**src/rtl/ram_copy_engine.sv**
```systemverilog
// -----------------------------------------------------------------------------
// ram_copy_engine
//   Drives one port of a dual-port RAM to run block jobs. A job either copies
//   i_len words from i_src_addr to i_dst_addr or fills the destination with
//   i_fill_val. A copy reads one word and writes it before reading the next, so
//   the addresses rise strictly. A running checksum (mod 2**DATA_W) of the words
//   written by the current job is kept in o_sum.
//
// Ports
//   clk          in   Clock, rising edge.
//   rst          in   Asynchronous reset, active high.
//   i_start      in   Job request, sampled only in IDLE.
//   i_src_addr   in   Source start address (unused in fill mode).
//   i_dst_addr   in   Destination start address.
//   i_len        in   Word count, 0..2**ADDR_W.
//   i_fill_en    in   1 = fill, 0 = copy.
//   i_fill_val   in   Fill constant.
//   o_busy       out  High in RD, WR and FILL.
//   o_done       out  One-cycle pulse when the job completes.
//   o_sum        out  Checksum of the words written by the last job.
//   o_mem_addr   out  RAM address.
//   o_mem_wdata  out  RAM write data.
//   o_mem_wr     out  RAM write enable.
//   i_mem_rdata  in   RAM read data, registered (valid the cycle after a read).
// -----------------------------------------------------------------------------
module ram_copy_engine #(
  parameter int DATA_W = 8,
  parameter int ADDR_W = 6
) (
  input  logic              clk,
  input  logic              rst,
  input  logic              i_start,
  input  logic [ADDR_W-1:0] i_src_addr,
  input  logic [ADDR_W-1:0] i_dst_addr,
  input  logic [ADDR_W:0]   i_len,
  input  logic              i_fill_en,
  input  logic [DATA_W-1:0] i_fill_val,
  output logic              o_busy,
  output logic              o_done,
  output logic [DATA_W-1:0] o_sum,
  output logic [ADDR_W-1:0] o_mem_addr,
  output logic [DATA_W-1:0] o_mem_wdata,
  output logic              o_mem_wr,
  input  logic [DATA_W-1:0] i_mem_rdata
);

  typedef enum logic [2:0] {
    S_IDLE,
    S_RD,
    S_WR,
    S_FILL,
    S_DONE
  } state_t;

  state_t            r_state;
  state_t            w_next_state;

  logic [ADDR_W-1:0] r_src;
  logic [ADDR_W-1:0] r_dst;
  logic [ADDR_W:0]   r_remaining;
  logic [DATA_W-1:0] r_fill_val;
  logic [DATA_W-1:0] r_sum;

  // Port values seen in the previous cycle; IDLE and DONE replay them so the
  // RAM port does not toggle between jobs.
  logic [ADDR_W-1:0] r_last_addr;
  logic [DATA_W-1:0] r_last_wdata;

  logic              w_last;
  logic [ADDR_W-1:0] w_mem_addr;
  logic [DATA_W-1:0] w_mem_wdata;

  // The word being written in WR/FILL is the final one of the job.
  assign w_last = (r_remaining == (ADDR_W+1)'(1));

  // NOTE: state is held in flops with async reset and updated with non-blocking
  // assignments so every flop samples pre-edge values regardless of block order.
  always_ff @(posedge clk or posedge rst) begin
    if (rst) begin
      r_state <= S_IDLE;
    end else begin
      r_state <= w_next_state;
    end
  end

  // NOTE: every output of this block gets a default first, otherwise paths that
  // skip an assignment would infer latches.
  always_comb begin
    w_next_state = r_state;
    unique case (r_state)
      S_IDLE: begin
        if (i_start) begin
          if (i_len == '0)    w_next_state = S_DONE;
          else if (i_fill_en) w_next_state = S_FILL;
          else                w_next_state = S_RD;
        end
      end
      S_RD:    w_next_state = S_WR;
      S_WR:    w_next_state = w_last ? S_DONE : S_RD;
      S_FILL:  w_next_state = w_last ? S_DONE : S_FILL;
      S_DONE:  w_next_state = S_IDLE;
      default: w_next_state = S_IDLE;
    endcase
  end

  // RAM port decode. Write enable depends only on the state register, so an
  // asynchronous reset drops it immediately.
  always_comb begin
    w_mem_addr  = r_last_addr;
    w_mem_wdata = r_last_wdata;
    o_mem_wr    = 1'b0;
    unique case (r_state)
      S_RD: begin
        w_mem_addr = r_src;
      end
      S_WR: begin
        w_mem_addr  = r_dst;
        w_mem_wdata = i_mem_rdata;
        o_mem_wr    = 1'b1;
      end
      S_FILL: begin
        w_mem_addr  = r_dst;
        w_mem_wdata = r_fill_val;
        o_mem_wr    = 1'b1;
      end
      default: ;
    endcase
  end

  always_ff @(posedge clk or posedge rst) begin
    if (rst) begin
      r_src        <= '0;
      r_dst        <= '0;
      r_remaining  <= '0;
      r_fill_val   <= '0;
      r_sum        <= '0;
      r_last_addr  <= '0;
      r_last_wdata <= '0;
    end else begin
      r_last_addr  <= w_mem_addr;
      r_last_wdata <= w_mem_wdata;
      unique case (r_state)
        S_IDLE: begin
          if (i_start) begin
            r_src       <= i_src_addr;
            r_dst       <= i_dst_addr;
            r_remaining <= i_len;
            r_fill_val  <= i_fill_val;
            r_sum       <= '0;
          end
        end
        S_WR: begin
          r_sum       <= r_sum + i_mem_rdata;
          r_src       <= r_src + ADDR_W'(1);
          r_dst       <= r_dst + ADDR_W'(1);
          r_remaining <= r_remaining - (ADDR_W+1)'(1);
        end
        S_FILL: begin
          r_sum       <= r_sum + r_fill_val;
          r_dst       <= r_dst + ADDR_W'(1);
          r_remaining <= r_remaining - (ADDR_W+1)'(1);
        end
        default: ;
      endcase
    end
  end

  assign o_busy      = (r_state == S_RD) || (r_state == S_WR) || (r_state == S_FILL);
  assign o_done      = (r_state == S_DONE);
  assign o_sum       = r_sum;
  assign o_mem_addr  = w_mem_addr;
  assign o_mem_wdata = w_mem_wdata;

endmodule

```
**config.mk**
```make
export PLATFORM = sky130hd
export DESIGN_NAME = ram_copy_engine
export DESIGN_NICKNAME = d
export VERILOG_FILES = /design/src/rtl/ram_copy_engine.sv
export SDC_FILE = /design/constraint.sdc
export NUM_CORES = 1
export LEC_CHECK = 0
export CORE_MARGIN = 8
export CORE_UTILIZATION = 55
export DETAILED_ROUTE_END_ITERATION = 10
export GPL_TIMING_DRIVEN = 0
export PLACE_DENSITY = 0.95
export SYNTH_ARGS = -nofsm -noshare
export SYNTH_HDL_FRONTEND = slang
export SYNTH_SLANG_ARGS = --single-unit
```
**constraint.sdc**
```tcl
create_clock -name clk -period 3.35 [get_ports clk]
set_input_delay 0.67 -clock clk [delete_from_list [all_inputs] [get_ports clk]]
set_output_delay 0.67 -clock clk [all_outputs]
set_load 0.1 [all_outputs]
```
==> results.tsv, run 1 <==
stage	metric	value	unit
status	status	finished clean	
placed_design	dp_hpwl	5.94	mm
yosys	syn_area	0.00289	sq mm
sta	drv_slew	0	
global_routing	grt_start_max_net_pins	31	
sta	finClkSkew	8.08	ps
yosys	synth_commonest_cells	nand2_1, dfrtp_1, o21ai_0, nor2_1, nand3_1	
yosys	synth_edf_count	0	
yosys	synth_simple_gate_area_frac	0.213	
yosys	ys_types	52	
yosys	synth_seq_cells	52	
final_layout	fin_cells	456	
global_routing	grt_pass1_wl	13.2	mm
yosys	synthesis.nets	365	
yosys	ys.flop_type	dfrtp_1	
yosys	ys_async_sr_fraction	1.00	
setup_path	end_kind	output port	
yosys	syn_area_per_cell	9.20	sq um
yosys	synth_mux_area_frac	0.0585	
setup_path	crit_path_start_kind	flip-flop	
final_layout	seq_area	0.00130	sq mm
drt	viasPerCell	5.80	
final_layout	nFillCells	406	
drt	drc	0	
clock_tree	cts_sinks	52	
sta	tightestPinTransition	984	ps
setup_path	path_class	reg2out	
die	die_h	88.5	um
placed_design	portBuffers	63	
sta	finalHoldViolCount	0	
clock_tree	cts_buffer_depth	2	
clock_tree	cts_made_buffers	5	
die	initial_utilization	0.569	
clock_tree	htree_levels	2	
global_routing	antenna_found_initial	0	
die	die_area	0.00783	sq mm
die	io_pins	64	
final_layout	diodes	0	
placed_design	gp_routability_congestion	0.873	
setup_path	regToRegSetupSlack	740	ps
clock_tree	clk_pin_slew	90	ps
final_layout	area_delta_synth_final	26.6	%
drt	firstDrtPassIters	4	
sta	layout_min_cycle_time	3190	ps
clock_tree	clk_latency	320	ps
setup_path	worstPathArrival	2520	ps
yosys	synth_top_area_share	0.451	
yosys	synth_compound_area_frac	0.169	
worst_hold_path	hp-class	reg2reg	
global_routing	first_global_vias	2802	
final_layout	finalCoreUtilization	0.720	
die	die_x	88.5	um
clock_tree	cts_root_buf	clkbuf_8	
global_routing	grt_overflow	0	
final_layout	multiInputGateArea	0.00146	sq mm
yosys	seq_area_frac_synth	0.451	
placed_design	dp.cells	448	
sta	grt_setup_unrepaired	no	
die	core_area	0.00507	sq mm
drt	vias	2647	
yosys	synth.largest_area_cell	dfrtp_1	
die	row_count	26	
setup_path	required	2680	ps
drt	drt_iter0_drc	215	
sta	max_freq	0.314	GHz
yosys	synth_area_leaders	dfrtp_1, nand2_1, ha_1	
clock_tree	cts_tree	done	
yosys	syn_inst	314	
global_routing	track_usage	0.218	
sta	final.period_utilization	0.951	
drt	postRouteAntennaNets	0	
final_layout	nets	436	
final_layout	drive_above_1_share	0.137	
yosys	synthXorXnorAreaFrac	0.0121	
flow_run	drv_cap	0	
setup_path	crit_fanout	10	
yosys	ys_warn_count	0	
drt	wirelength	7.90	mm
drt	wl_per_cell	17.3	um
sta	maxSlewHeadroom	0.342	
yosys	synth_adder_area_share	0.0546	
sta	fin_tns_setup	0	ps
sta	setup_violations	0	
yosys	synth.most_common_cell	nand2_1	
yosys	synth_top_family_by_area	simple AND/OR/NAND/NOR gates	
[worst paths after layout]
check	start	to	depth (start not counted)
setup reg to reg	r_state[2]$_DFFE_PP0P_	o_sum[6]$_DFFE_PP0P_	10
hold reg to reg	r_last_addr[5]$_DFF_PP0_	r_last_addr[5]$_DFF_PP0_	2
max in group asynchronous	rst	r_remaining[1]$_DFFE_PP0P_	3
hold / removal	r_last_addr[5]$_DFF_PP0_	r_last_addr[5]$_DFF_PP0_	2
setup / recovery	r_state[2]$_DFFE_PP0P_	o_mem_wdata[0]	6
min in group asynchronous	rst	r_src[3]$_DFFE_PP0P_	2
[flip-flops by register name, summed over array words and instances (netlist names)]
name / flops
o_sum: 8
r_dst: 6
r_fill_val: 8
r_last_addr: 6
r_last_wdata: 8
r_remaining: 7
r_src: 6
r_state: 3
[logic make-up (layout without fill, tap and decap cells)]
| kind of cell | Yosys count | after routing |
|---|---|---|
| DFF | 52 | 52 |
| xor gates and xnor gates | 4 | 4 |
| buffers and inverters | 29 | 101 |
| muxes | 16 | 16 |
| AOI/OAI and AO/OA | 75 | 75 |
| adders and majority gates | 12 | 12 |
| and+or+nand+nor | 126 | 126 |
[metal layers]
metal  track usage  up-vias  wire (um)
met5             0        -          0
met4        0.0952        0        163
met3        0.0604       17        606
met2         0.358      115       3860
met1         0.261     1251       3270
li1              -     1264          -
[final cells by class]
class / instances / area share
Clock inverter: 2 / 0.00411
Clock buffer: 6 / 0.0226
Tap cell: 70 / 0.0240
Inverter: 14 / 0.0144
Multi-Input combinational cell: 233 / 0.400
Timing Repair Buffer: 64 / 0.159
Buffer: 15 / 0.0195
Sequential cell: 52 / 0.356
[worst max-delay path, stage by stage (launching register included)]
cell             delay (ps)
dfrtp_1                 480
nand2b_1                260
buf_4                   230
clkbuf_1                410
nand2_1                 110
o21ai_0                 130
clkdlybuf4s18_2         580
[stage by stage]
stage          worst slack (ps)  area [sq um]  hold slack (ps)
6_report                    164          3660              497
3_3_place_gp              -78.5          3610              478
5_1_grt                    3.68          3660              516
2_1_floorplan              -487          2890              449
4_1_cts                    -173          3720              496
3_5_place_dp               -124          3630              481
[placed cells by master (no fill, tap or decap), drive strengths merged, types with 9 or more instances in the layout]
master / count
inv: 13
ha: 11
nor2: 23
o21ai: 26
dfrtp: 52
clkbuf: 18
nand3: 15
buf: 17
nand2: 55
mux2i: 9
clkdlybuf4s50: 47
a21oi: 13
[timing repair]
item                                    CTS  global route
hold buffers                              0             0
cloned                                    0             0
endpoints found under the setup margin   16            14
setup buffers                             0             0
endpoints found under the hold margin     0             0
gates resized for setup                  33            27
Power of run 1 is not shown: default switching activity piles up to over one toggle a cycle in this logic, so the estimate is an artifact.
==> run 2: changes to the inputs <==
--- a/config.mk
+++ b/config.mk
@@ -10,6 +10,8 @@
 export DETAILED_ROUTE_END_ITERATION = 10
 export GPL_TIMING_DRIVEN = 0
 export PLACE_DENSITY = 0.95
+export SLEW_MARGIN = 20
 export SYNTH_ARGS = -nofsm -noshare
 export SYNTH_HDL_FRONTEND = slang
 export SYNTH_SLANG_ARGS = --single-unit
+export TNS_END_PERCENT = 20
==> results.tsv, run 2 (synthesis gave the netlist of run 1 again) <==
stage	metric	value	unit	change
clock_tree	clk_latency	310	ps	about the same
setup_path	critPathMostFrequentCell	buf_2		
setup_path	cp_num_buf_inv	4		+1
status	violations	setup timing		
placed_design	gp_routability_congestion	0.885		+1.3%
flow_run	drv_cap	0		unchanged
sta	finClkSkew	9.34	ps	+1.26 ps
sta	setup_violations	3		+3
clock_tree	clk_pin_slew	90	ps	about the same
global_routing	antenna_found_initial	0		unchanged
setup_path	end_kind	output port		
drt	vias	2659		+0.45%
placed_design	portBuffers	63		unchanged
die	die_x	88.5	um	unchanged
sta	fin_tns_setup	-416	ps	-416 ps
final_layout	area_delta_synth_final	27.1	%	
final_layout	drive_above_1_share	0.114		-0.0230
placed_design	place_ws	-163	ps	-38.9 ps
drt	drt_iter0_drc	213		-0.93%
global_routing	grt_overflow	0		unchanged
sta	grt_setup_unrepaired	yes		
drt	viasPerCell	5.84		+0.67%
setup_path	worstPathArrival	2830	ps	+310 ps
final_layout	nets	436		unchanged
sta	worst_slack	-150	ps	-314 ps
setup_path	path_class	reg2out		
placed_design	dp_hpwl	5.93	mm	-0.17%
sta	tightestPinTransition	984	ps	+0.177 ps
drt	firstDrtPassIters	4		unchanged
global_routing	grt_start_max_net_pins	33		+6.5%
die	die_h	88.5	um	unchanged
status	status	finished with violations		
drt	postRouteAntennaNets	0		unchanged
die	core_area	0.00507	sq mm	unchanged
drt	wl_per_cell	17.4	um	+0.32%
clock_tree	post_cts_buffers	0		unchanged
final_layout	final_cell_mix	nand2_1, dfrtp_1, clkdlybuf4s50_1		
clock_tree	htree_levels	2		unchanged
global_routing	grt_pass1_wl	13.1	mm	-0.99%
sta	maxSlewHeadroom	0.342		about the same
global_routing	grtUsageMet2	0.373		+0.0149
setup_path	required	2680	ps	about the same
die	initial_utilization	0.569		unchanged
final_layout	layout_commonest_cell	nand2_1		
clock_tree	cts_buffer_depth	2		unchanged
global_routing	grt_util_met3	0.0501		-0.0102
sta	final.period_utilization	1.04		+0.0938
sta	drv_slew	0		unchanged
die	io_pins	64		unchanged
sta	max_freq	0.286	GHz	-9.0%
clock_tree	cts_root_buf	clkbuf_8		
setup_path	crit_fanout	10		unchanged
die	row_count	26		unchanged
clock_tree	hold_buffers	0		unchanged
setup_path	crit_path_start_kind	flip-flop		
drt	wirelength	7.91	mm	+0.10%
clock_tree	cts_tree	done		
clock_tree	cts_sinks	52		unchanged
drt	drc	0		unchanged
global_routing	track_usage	0.214		-0.00440
worst_hold_path	hp-class	reg2reg		
global_routing	grtUsageMet1	0.248		-0.0126
setup_path	cp_cell_sequence	nand2b_1, buf_4, buf_2, buf_2, nand2_1, o21ai_0, clkdlybuf4s15_1		
sta	finalHoldViolCount	0		unchanged
global_routing	first_global_vias	2786		-0.57%
final_layout	diodes	0		unchanged
setup_path	max_stage_delay	870	ps	+290 ps
sta	layout_min_cycle_time	3500	ps	+314 ps
global_routing	top_usage_layer	met2		
clock_tree	cts_made_buffers	5		unchanged
setup_path	path_delay_family	buffers and inverters		
die	die_area	0.00783	sq mm	unchanged
setup_path	cp_slowest_cell	clkdlybuf4s15_1		
-- run 2: cell count changes in the layout (fill, tap and decap cells not counted) --
| cell | delta |
|---|---|
| buf_2 | -4 |
| clkinvlp_4 | -2 |
| dlygate4sd2_1 | -1 |
| o21ai_0 | +9 |
| clkbuf_2 | -2 |
| clkbuf_1 | +1 |
| o21ai_1 | -9 |
| clkinv_2 | +1 |
| clkbuf_8 | -1 |
| clkdlybuf4s18_2 | -1 |
| dlymetal6s2s_1 | +1 |
| clkdlybuf4s15_1 | +7 |
-- run 2: path summary, 6_finish.rpt --
path                       cells after the start                       from  slack [ps]                        end
min                                            2  r_last_wdata[3]$_DFF_PP0_         500  r_last_wdata[3]$_DFF_PP0_
min in group asynchronous                      2                        rst         700  r_fill_val[6]$_DFFE_PP0P_
max reg2reg                                   11     r_state[0]$_DFFE_PP0P_         770       o_sum[6]$_DFFE_PP0P_
max                                            7     r_state[2]$_DFFE_PP0P_        -150             o_mem_wdata[3]
max in group asynchronous                      3                        rst        2130  r_fill_val[0]$_DFFE_PP0P_
min reg2reg                                    2  r_last_wdata[3]$_DFF_PP0_         500  r_last_wdata[3]$_DFF_PP0_
-- run 2: layer usage --
layer / vias up / share of wire / routed length [um]
met1: 1273 / 0.40 / 3190
met4: 0 / 0.017 / 133
met2: 108 / 0.50 / 3970
met3: 18 / 0.077 / 607
met5: - / 0 / 0
li1: 1260 / - / -
-- run 2: area by class of cell --
type	count	area, sq um
repair buffers	64	617
inverters	14	52.6
plain buffers	15	71.3
well taps	70	87.6
flip-flops and latches	52	1300
clock buffers	6	72.6
fillers	388	1410
clock inverters	1	5.00
multi-input cells	233	1460
-- run 2: stage by stage --
stage	utilization	instance area, sq um	hold slack, ps	std cells
after CTS	0.729	3700	502	455
after floorplan	-	2890	449	314
final	0.723	3670	499	455
after global placement	0.711	3610	477	447
after global routing	0.723	3670	518	455
after detailed placement	0.714	3630	480	448
-- run 2: worst register-to-register path, stage by stage, from the launching register on --
cell      delay, ps
dfrtp_1         330
buf_2           240
nand3b_4        220
mux2_2          290
ha_1            160
inv_1            60
fa_1            390
nor2b_1         150
o21ai_1          80
a21boi_0        320
or4_1           170
nand3_1          60
-- run 2: timing repair --
action                     4_1_cts  5_1_grt
setup endpoints to repair       15       15
hold endpoints to repair         0        0
resized for setup               27       19
Power of run 2 is left out for the same reason.
